## src/rtl/mc_pkg.sv

```systemverilog
// Shared encodings for the multi-cycle RV32I control sequencer.
package mc_pkg;

  typedef enum logic [2:0] {
    S_IDLE, S_FETCH, S_DECODE, S_EXEC, S_MEM, S_WB, S_TRAP
  } state_t;

  localparam logic [6:0] OP_RTYPE  = 7'b0110011;
  localparam logic [6:0] OP_IMM    = 7'b0010011;
  localparam logic [6:0] OP_LOAD   = 7'b0000011;
  localparam logic [6:0] OP_STORE  = 7'b0100011;
  localparam logic [6:0] OP_BRANCH = 7'b1100011;
  localparam logic [6:0] OP_JAL    = 7'b1101111;
  localparam logic [6:0] OP_JALR   = 7'b1100111;
  localparam logic [6:0] OP_LUI    = 7'b0110111;
  localparam logic [6:0] OP_AUIPC  = 7'b0010111;

  localparam logic [6:0] F7_BASE = 7'h00;
  localparam logic [6:0] F7_ALT  = 7'h20;

  localparam logic [3:0] ALU_ADD  = 4'b0000;
  localparam logic [3:0] ALU_SUB  = 4'b0001;
  localparam logic [3:0] ALU_AND  = 4'b0010;
  localparam logic [3:0] ALU_OR   = 4'b0011;
  localparam logic [3:0] ALU_XOR  = 4'b0100;
  localparam logic [3:0] ALU_SLL  = 4'b0101;
  localparam logic [3:0] ALU_SRL  = 4'b0110;
  localparam logic [3:0] ALU_SRA  = 4'b0111;
  localparam logic [3:0] ALU_SLT  = 4'b1000;
  localparam logic [3:0] ALU_SLTU = 4'b1001;

  localparam logic [1:0] PC_PLUS4 = 2'b00;
  localparam logic [1:0] PC_IMM   = 2'b01;
  localparam logic [1:0] PC_ALU   = 2'b10;

endpackage

```

## src/rtl/mc_ctrl_fsm_if.sv

```systemverilog
// Unified memory port: request/ready handshake plus returned read data.
interface mc_ctrl_fsm_if;
  logic [31:0] instr_in;
  logic        mem_ready;
  logic        mem_req;
  logic        mem_we;
  logic        mem_addr_sel;

  modport master (output mem_req, mem_we, mem_addr_sel, input mem_ready, instr_in);
  modport slave  (input mem_req, mem_we, mem_addr_sel, output mem_ready, instr_in);
endinterface

```

## src/rtl/mc_alu_decode.sv

```systemverilog
// Combinational opcode/funct decode to ALU control and legality.
module mc_alu_decode
  import mc_pkg::*;
(
  input  logic [6:0] opcode,
  input  logic [2:0] funct3,
  input  logic [6:0] funct7,
  output logic [3:0] alu_op,
  output logic       alu_src,
  output logic       illegal
);

  always_comb begin
    alu_op  = ALU_ADD;
    alu_src = 1'b0;
    illegal = 1'b0;
    case (opcode)
      OP_RTYPE: begin
        case ({funct7, funct3})
          {F7_BASE, 3'b000}: alu_op = ALU_ADD;
          {F7_ALT,  3'b000}: alu_op = ALU_SUB;
          {F7_BASE, 3'b001}: alu_op = ALU_SLL;
          {F7_BASE, 3'b010}: alu_op = ALU_SLT;
          {F7_BASE, 3'b011}: alu_op = ALU_SLTU;
          {F7_BASE, 3'b100}: alu_op = ALU_XOR;
          {F7_BASE, 3'b101}: alu_op = ALU_SRL;
          {F7_ALT,  3'b101}: alu_op = ALU_SRA;
          {F7_BASE, 3'b110}: alu_op = ALU_OR;
          {F7_BASE, 3'b111}: alu_op = ALU_AND;
          default:           illegal = 1'b1;
        endcase
      end
      OP_IMM: begin
        alu_src = 1'b1;
        case (funct3)
          3'b000:  alu_op = ALU_ADD;
          3'b001:  alu_op = ALU_SLL;
          3'b010:  alu_op = ALU_SLT;
          3'b011:  alu_op = ALU_SLTU;
          3'b100:  alu_op = ALU_XOR;
          3'b101:  alu_op = (funct7 == F7_ALT) ? ALU_SRA : ALU_SRL;
          3'b110:  alu_op = ALU_OR;
          default: alu_op = ALU_AND;
        endcase
      end
      OP_LOAD, OP_STORE, OP_LUI, OP_AUIPC, OP_JALR: alu_src = 1'b1;
      OP_BRANCH: alu_op = ALU_SUB;
      OP_JAL:    alu_op = ALU_ADD;
      default:   illegal = 1'b1;
    endcase
  end

endmodule

```

## src/rtl/mc_ctrl_fsm.sv

```systemverilog
// Multi-cycle RV32I control sequencer: one memory port, one ALU, many cycles.
module mc_ctrl_fsm
  import mc_pkg::*;
#(
  parameter int TIMEOUT_CYCLES = 16,
  parameter int CNT_W          = 32
) (
  input  logic             clk,
  input  logic             rst,
  mc_ctrl_fsm_if.master    mem,
  input  logic             branch_taken,
  output logic             ir_write,
  output logic             pc_write,
  output logic [1:0]       pc_src,
  output logic             reg_write,
  output logic             mem_to_reg,
  output logic [3:0]       alu_op,
  output logic             alu_src,
  output logic [2:0]       state_o,
  output logic             illegal,
  output logic             bus_err,
  output logic [CNT_W-1:0] retire_count
);

  localparam int             TW       = $clog2(TIMEOUT_CYCLES + 1);
  localparam logic [TW-1:0]  TMO_LAST = TW'(TIMEOUT_CYCLES - 1);

  state_t        state;
  logic [6:0]    opcode, funct7;
  logic [2:0]    funct3;
  logic [TW-1:0] tmo_cnt;
  logic [3:0]    dec_op;
  logic          dec_src, dec_illegal;
  logic          is_load, is_store, is_branch, waiting, tmo_hit, retire;
  logic          instr_unused;

  assign instr_unused = ^{mem.instr_in[24:15], mem.instr_in[11:7]};

  mc_alu_decode u_dec (
    .opcode (opcode),
    .funct3 (funct3),
    .funct7 (funct7),
    .alu_op (dec_op),
    .alu_src(dec_src),
    .illegal(dec_illegal)
  );

  assign is_load   = (opcode == OP_LOAD);
  assign is_store  = (opcode == OP_STORE);
  assign is_branch = (opcode == OP_BRANCH);
  assign state_o   = state;

  // Last permitted wait cycle without ready traps; ready in that cycle still completes.
  assign waiting = ((state == S_FETCH) || (state == S_MEM)) && !mem.mem_ready;
  assign tmo_hit = waiting && (tmo_cnt == TMO_LAST);
  assign retire  = ((state == S_EXEC) && is_branch) ||
                   ((state == S_MEM) && mem.mem_ready && is_store) ||
                   (state == S_WB);

  always_ff @(posedge clk or posedge rst) begin
    if (rst) begin
      state        <= S_IDLE;
      illegal      <= 1'b0;
      bus_err      <= 1'b0;
      retire_count <= '0;
      tmo_cnt      <= '0;
      opcode       <= '0;
      funct3       <= '0;
      funct7       <= '0;
    end else begin
      tmo_cnt <= (waiting && !tmo_hit) ? tmo_cnt + 1'b1 : '0;
      if (retire) retire_count <= retire_count + 1'b1;
      if (ir_write) begin
        opcode <= mem.instr_in[6:0];
        funct3 <= mem.instr_in[14:12];
        funct7 <= mem.instr_in[31:25];
      end
      if (tmo_hit) begin
        state   <= S_TRAP;
        bus_err <= 1'b1;
      end else begin
        case (state)
          S_IDLE:   state <= S_FETCH;
          S_FETCH:  if (mem.mem_ready) state <= S_DECODE;
          S_DECODE: if (dec_illegal) begin
                      state   <= S_TRAP;
                      illegal <= 1'b1;
                    end else state <= S_EXEC;
          S_EXEC:   state <= is_branch ? S_FETCH : (is_load || is_store) ? S_MEM : S_WB;
          S_MEM:    if (mem.mem_ready) state <= is_store ? S_FETCH : S_WB;
          S_WB:     state <= S_FETCH;
          default:  state <= S_TRAP;
        endcase
      end
    end
  end

  always_comb begin
    mem.mem_req      = 1'b0;
    mem.mem_we       = 1'b0;
    mem.mem_addr_sel = 1'b0;
    ir_write         = 1'b0;
    pc_write         = 1'b0;
    pc_src           = PC_PLUS4;
    reg_write        = 1'b0;
    mem_to_reg       = 1'b0;
    alu_op           = ALU_ADD;
    alu_src          = 1'b0;
    case (state)
      S_FETCH: begin
        mem.mem_req = 1'b1;
        ir_write    = mem.mem_ready;
      end
      S_EXEC: begin
        alu_op  = dec_op;
        alu_src = dec_src;
        if (is_branch) begin
          pc_write = 1'b1;
          pc_src   = branch_taken ? PC_IMM : PC_PLUS4;
        end
      end
      S_MEM: begin
        mem.mem_req      = 1'b1;
        mem.mem_addr_sel = 1'b1;
        mem.mem_we       = is_store;
        pc_write         = is_store && mem.mem_ready;
      end
      S_WB: begin
        reg_write  = 1'b1;
        mem_to_reg = is_load;
        pc_write   = 1'b1;
        pc_src     = (opcode == OP_JAL) ? PC_IMM : (opcode == OP_JALR) ? PC_ALU : PC_PLUS4;
      end
      default: ;
    endcase
  end

endmodule

```

## src/flat_wrapper.sv

```systemverilog
// flat-port wrapper written by rule: the top's interface ports become plain ports
module mc_ctrl_fsm_flat import mc_pkg::*;
#(
  parameter int TIMEOUT_CYCLES = 16,
  parameter int CNT_W          = 32
)
  (clk, rst, branch_taken, ir_write, pc_write, pc_src, reg_write, mem_to_reg, alu_op, alu_src, state_o, illegal, bus_err, retire_count, mem_mem_req, mem_mem_we, mem_mem_addr_sel, mem_mem_ready, mem_instr_in);
  mc_ctrl_fsm_if mem_i ();
  input  logic clk;
  input  logic rst;
  input  logic branch_taken;
  output logic ir_write;
  output logic pc_write;
  output logic [1:0] pc_src;
  output logic reg_write;
  output logic mem_to_reg;
  output logic [3:0] alu_op;
  output logic alu_src;
  output logic [2:0] state_o;
  output logic illegal;
  output logic bus_err;
  output logic [CNT_W-1:0] retire_count;
  output wire logic [$bits(mem_i.mem_req)-1:0] mem_mem_req;
  output wire logic [$bits(mem_i.mem_we)-1:0] mem_mem_we;
  output wire logic [$bits(mem_i.mem_addr_sel)-1:0] mem_mem_addr_sel;
  input wire logic [$bits(mem_i.mem_ready)-1:0] mem_mem_ready;
  input wire logic [$bits(mem_i.instr_in)-1:0] mem_instr_in;
  assign mem_mem_req = mem_i.mem_req;
  assign mem_mem_we = mem_i.mem_we;
  assign mem_mem_addr_sel = mem_i.mem_addr_sel;
  assign mem_i.mem_ready = mem_mem_ready;
  assign mem_i.instr_in = mem_instr_in;
  mc_ctrl_fsm #(.TIMEOUT_CYCLES(TIMEOUT_CYCLES), .CNT_W(CNT_W)) u_core (.clk(clk), .rst(rst), .mem(mem_i), .branch_taken(branch_taken), .ir_write(ir_write), .pc_write(pc_write), .pc_src(pc_src), .reg_write(reg_write), .mem_to_reg(mem_to_reg), .alu_op(alu_op), .alu_src(alu_src), .state_o(state_o), .illegal(illegal), .bus_err(bus_err), .retire_count(retire_count));
endmodule
```

## config.mk

```make
export PLATFORM = sky130hd
export DESIGN_NAME = mc_ctrl_fsm_flat
export DESIGN_NICKNAME = d
export VERILOG_FILES = /design/src/rtl/mc_pkg.sv /design/src/rtl/mc_ctrl_fsm_if.sv /design/src/rtl/mc_alu_decode.sv /design/src/rtl/mc_ctrl_fsm.sv /design/src/flat_wrapper.sv
export SDC_FILE = /design/constraint.sdc
export NUM_CORES = 1
export LEC_CHECK = 0
export CAP_MARGIN = 5
export CORE_MARGIN = 2
export CORE_UTILIZATION = 45
export CTS_BUF_LIST = sky130_fd_sc_hd__clkbuf_4 sky130_fd_sc_hd__clkbuf_8
export DETAILED_ROUTE_END_ITERATION = 6
export PLACE_DENSITY = 0.76
export SKIP_CTS_REPAIR_TIMING = 1
export SLEW_MARGIN = 10
export SYNTH_ARGS = -nofsm -noshare
export SYNTH_HDL_FRONTEND = slang
export SYNTH_HIERARCHICAL = 1
export SYNTH_SLANG_ARGS = --single-unit
```

## constraint.sdc

```tcl
create_clock -name clk -period 4.4 [get_ports clk]
set_input_delay 0.44 -clock clk [delete_from_list [all_inputs] [get_ports clk]]
set_output_delay 0.44 -clock clk [all_outputs]
set_load 0.1 [all_outputs]
```

==> results <==
- The flow ran to the end, and the final reports show no timing, DRC or antenna violations.
- After synthesis, flip-flops and latches occupy 47.4% of the total area.
- The final hold slack is 464 ps.
- During synthesis, Yosys emitted a total of 6 warnings.
- Once detail routing completed, the nets flagged for antenna violations numbered 0.
- The placeable core region is 6760 µm².
- The average wire per standard cell is 15.1 µm.
- The synthesized net count is 330.
- The static leakage is 1.66 nW.
- 0 antenna diodes ended up in the layout.
- The largest vdd supply drop is 0.382 mV.
- The summed negative setup slack over all endpoints is 0 ps.
- The kind of start point of the critical path is a flip-flop.
- STA puts the critical path data required time at 3960 ps.
- The number of enable flip-flop cells after synthesis is 0.
- The floorplan die width is 87.2 µm.
- The starting density of the core is 46.1%.
- The post-synthesis instance area is 3110 µm².
- The part of the cycle the worst path needs is approximately four fifths.
- The first-pass GRT wire length is about 11000 µm.
- For this run, asynchronously set or reset flops after synthesis account for 100%.
- The fraction of layout cells with a size suffix above 1 is 16.1%.
- Once placement finished, the instance area stood at 3880 µm².
- The maximum number of pins on one net before global-route repair is 40.
- In this run, CTS created clock tree buffers numbering 9.
- From bottom edge to top edge, the die measures between 80 and 90 µm.
- The floorplan has 30 rows.
- The via count of the first global-routing pass was 2449.
- The number of violations of the max-capacitance limit is 0.
- The count of pins on the block boundary is 87.
- The class of the most critical setup path is reg -> out.
- The final hold violation count is 0.
- The clock slew seen by the registers of the worst setup and hold paths is 70 ps.
- The total congestion overflow is 0.
- The final count of pins violating max slew is 0.
- The layout-stage area growth over the synthesis result is 31.8%.
- The number of clock sinks seen by CTS is 59.
- For the final database, setup skew stands at a little under 10 ps.
- CTS built an H-tree with a depth of 3.
- The fraction of the core area covered by cells at the end of the flow is 60.7%.
- After layout, the minimum clock period comes to 3490 ps.
- Setup violations remaining at the end of the flow were counted as 0.
- The maximum count of clock buffers along a single path is 2.
- The average cell area after synthesis is 10.7 µm².
- The master cell of the clock root buffer is clkbuf_8.
- The total power divided by cell area is 339 nW/µm².
- The HPWL reported at the end of detailed placement is 4750 µm.
- For this block, the via count after detailed routing is 2468.
- The DRC violations left is 0.
- The area of all placed cells without fillers is 4100 µm².
- The register bit total from synthesis is 59.
- The net count of the finished layout is 406.
- The endpoint class of the critical path is an output port.
- Setup repair after global routing left no endpoint under its margin.
- After technology mapping, the gate count stands at 291.
- At the worst endpoint, the arrival time is 3050 ps.
- The number of antenna violations at the first check in global routing was 0.
- The count of cell types in the netlist is 57.
- The detailed router finished its first iteration with 82 violations.
- For the worst-skew pair, the clock arrives at the later sink with an insertion delay of 350 ps.
- Along the worst path, the maximum fanout reaches 5.
- TritonCTS built the clock tree.
- Across every metal layer, demand over resource in global routing totals between 10% and 20%.
- The congestion estimate from routability-driven global placement came to 0.819.
- The total routed wirelength is 6830 µm.
- The transition time at the pin with the least slew margin is 992 ps.
- The number of search-and-repair iterations in the first detailed-routing pass is 4.
- The worst hold path belongs to the class reg -> reg.
- The floorplan die area is ~7600 µm².
- Fill cells in the final layout number 569.
- After detailed routing, the number of vias per cell comes to 5.46.
- Buffers placed on the I/O ports in this run total between 70 and 80.
- The max-slew headroom at the worst pin is 33.6%.
- Among all flip-flop cells after synthesis, the most frequent one is dfrtp_1.
- The maximum frequency from static timing analysis is 287 MHz.
-- placed cells by master, fill, tap and decap left out, types with 9 or more instances in the layout --
| cell type | instances |
|---|---|
| inv_1 | 10 |
| clkbuf_8 | 9 |
| a21oi_1 | 10 |
| nand2_1 | 22 |
| and2_1 | 9 |
| mux2_2 | 20 |
| clkdlybuf4s50_1 | 67 |
| nand3_1 | 12 |
| dfrtp_1 | 59 |
| nand4_1 | 11 |
| nor2_1 | 18 |
| xnor2_1 | 26 |
-- layout make-up --
type / instances / area (µm²) / share of cell area, %
clock inverters: 6 / 90.1 / 2.20
well taps: 80 / 100 / 2.44
flip-flops and latches: 59 / 1480 / 36.0
repair buffers: 73 / 716 / 17.4
multi-input cells: 213 / 1550 / 37.7
clock buffers: 10 / 131 / 3.20
inverters: 11 / 41.3 / 1.01
-- final timing paths --
path | slack (ps) | cells past startpoint | start | end
setup / recovery | 910 | 6 | u_core/funct7[0] | alu_op[3]
hold / removal | 460 | 1 | u_core/bus_err | u_core/bus_err
setup reg to reg | 2050 | 9 | u_core/opcode[6] | u_core/state_o[2]
hold reg to reg | 460 | 1 | u_core/bus_err | u_core/bus_err
max in group asynchronous | 3010 | 3 | rst | u_core/opcode[0]
min in group asynchronous | 570 | 2 | rst | u_core/retire_count[25]
-- Yosys cell counts (all sizes together) (2+ instances only) --
cell type / instances / share of area [%]
and2: 9 / 1.8
nand2: 22 / 2.7
or3: 2 / 0.40
xnor2: 26 / 7.3
nor3b: 5 / 1.5
nor3: 11 / 2.5
dfrtp: 59 / 47
xor2: 8 / 2.3
inv: 11 / 1.3
a31oi: 2 / 0.40
and3: 7 / 1.4
nand4: 12 / 2.9
mux2: 20 / 7.2
o21ai: 5 / 0.80
buf: 7 / 1.6
ha: 3 / 1.2
nand3b: 3 / 0.72
a211oi: 3 / 0.72
nor4: 2 / 0.40
a21oi: 11 / 1.9
nor2: 18 / 2.2
nor2b: 3 / 0.60
o22ai: 3 / 0.60
and4: 3 / 0.92
nand3: 12 / 1.9
or4: 2 / 0.60
nand2b: 3 / 0.84
-- stage by stage --
step | setup WS, ps | cells | total power [W]
floorplan | 484 | 291 | 0.000778
global placement | 1290 | 436 | 0.000843
detailed placement | 1290 | 436 | 0.000848
CTS | 901 | 452 | 0.00141
global route | 775 | 452 | 0.00146
finish | 915 | 452 | 0.00139
-- power breakdown --
part | internal (W) | switching, W
logic | 0.0000769 | 0.000153
clock network | 0.000326 | 0.000227
registers | 0.000570 | 0.0000393
-- cell families (layout without fill, tap and decap cells) --
kind of cell | count (synthesis) | after routing | synth area share [%]
simple gates | 121 | 121 | 23.5
flops | 59 | 59 | 47.4
compound gates | 35 | 35 | 8.00
xor+xnor | 34 | 34 | 9.57
mux | 20 | 20 | 7.23
buf+inv | 19 | 100 | 3.09
fa+ha+maj | 3 | 3 | 1.21
-- routing by layer --
metal	vias up	global-route usage [%]	share of wire (%)
met3	9	7.87	6.7
met4	0	6.29	1.2
met2	63	31.8	49
met5	-	0	0
li1	1189	-	-
met1	1207	23.5	43
-- flip-flops by register name, summed over array words and instances (netlist names) --
register	count
u_core/bus_err	1
u_core/funct3	3
u_core/funct7	7
u_core/illegal	1
u_core/opcode	7
u_core/retire_count	32
u_core/state_o	3
u_core/tmo_cnt	5
-- critical path, cell delays in order (launching register included) --
cell and delay, ps:
dfrtp_1 380, nor4_1 360, and2_1 300, a21oi_1 110
nor4b_1 260, and2_1 160, clkdlybuf4s50_1 1130
Power figures use the tool's default switching activity.
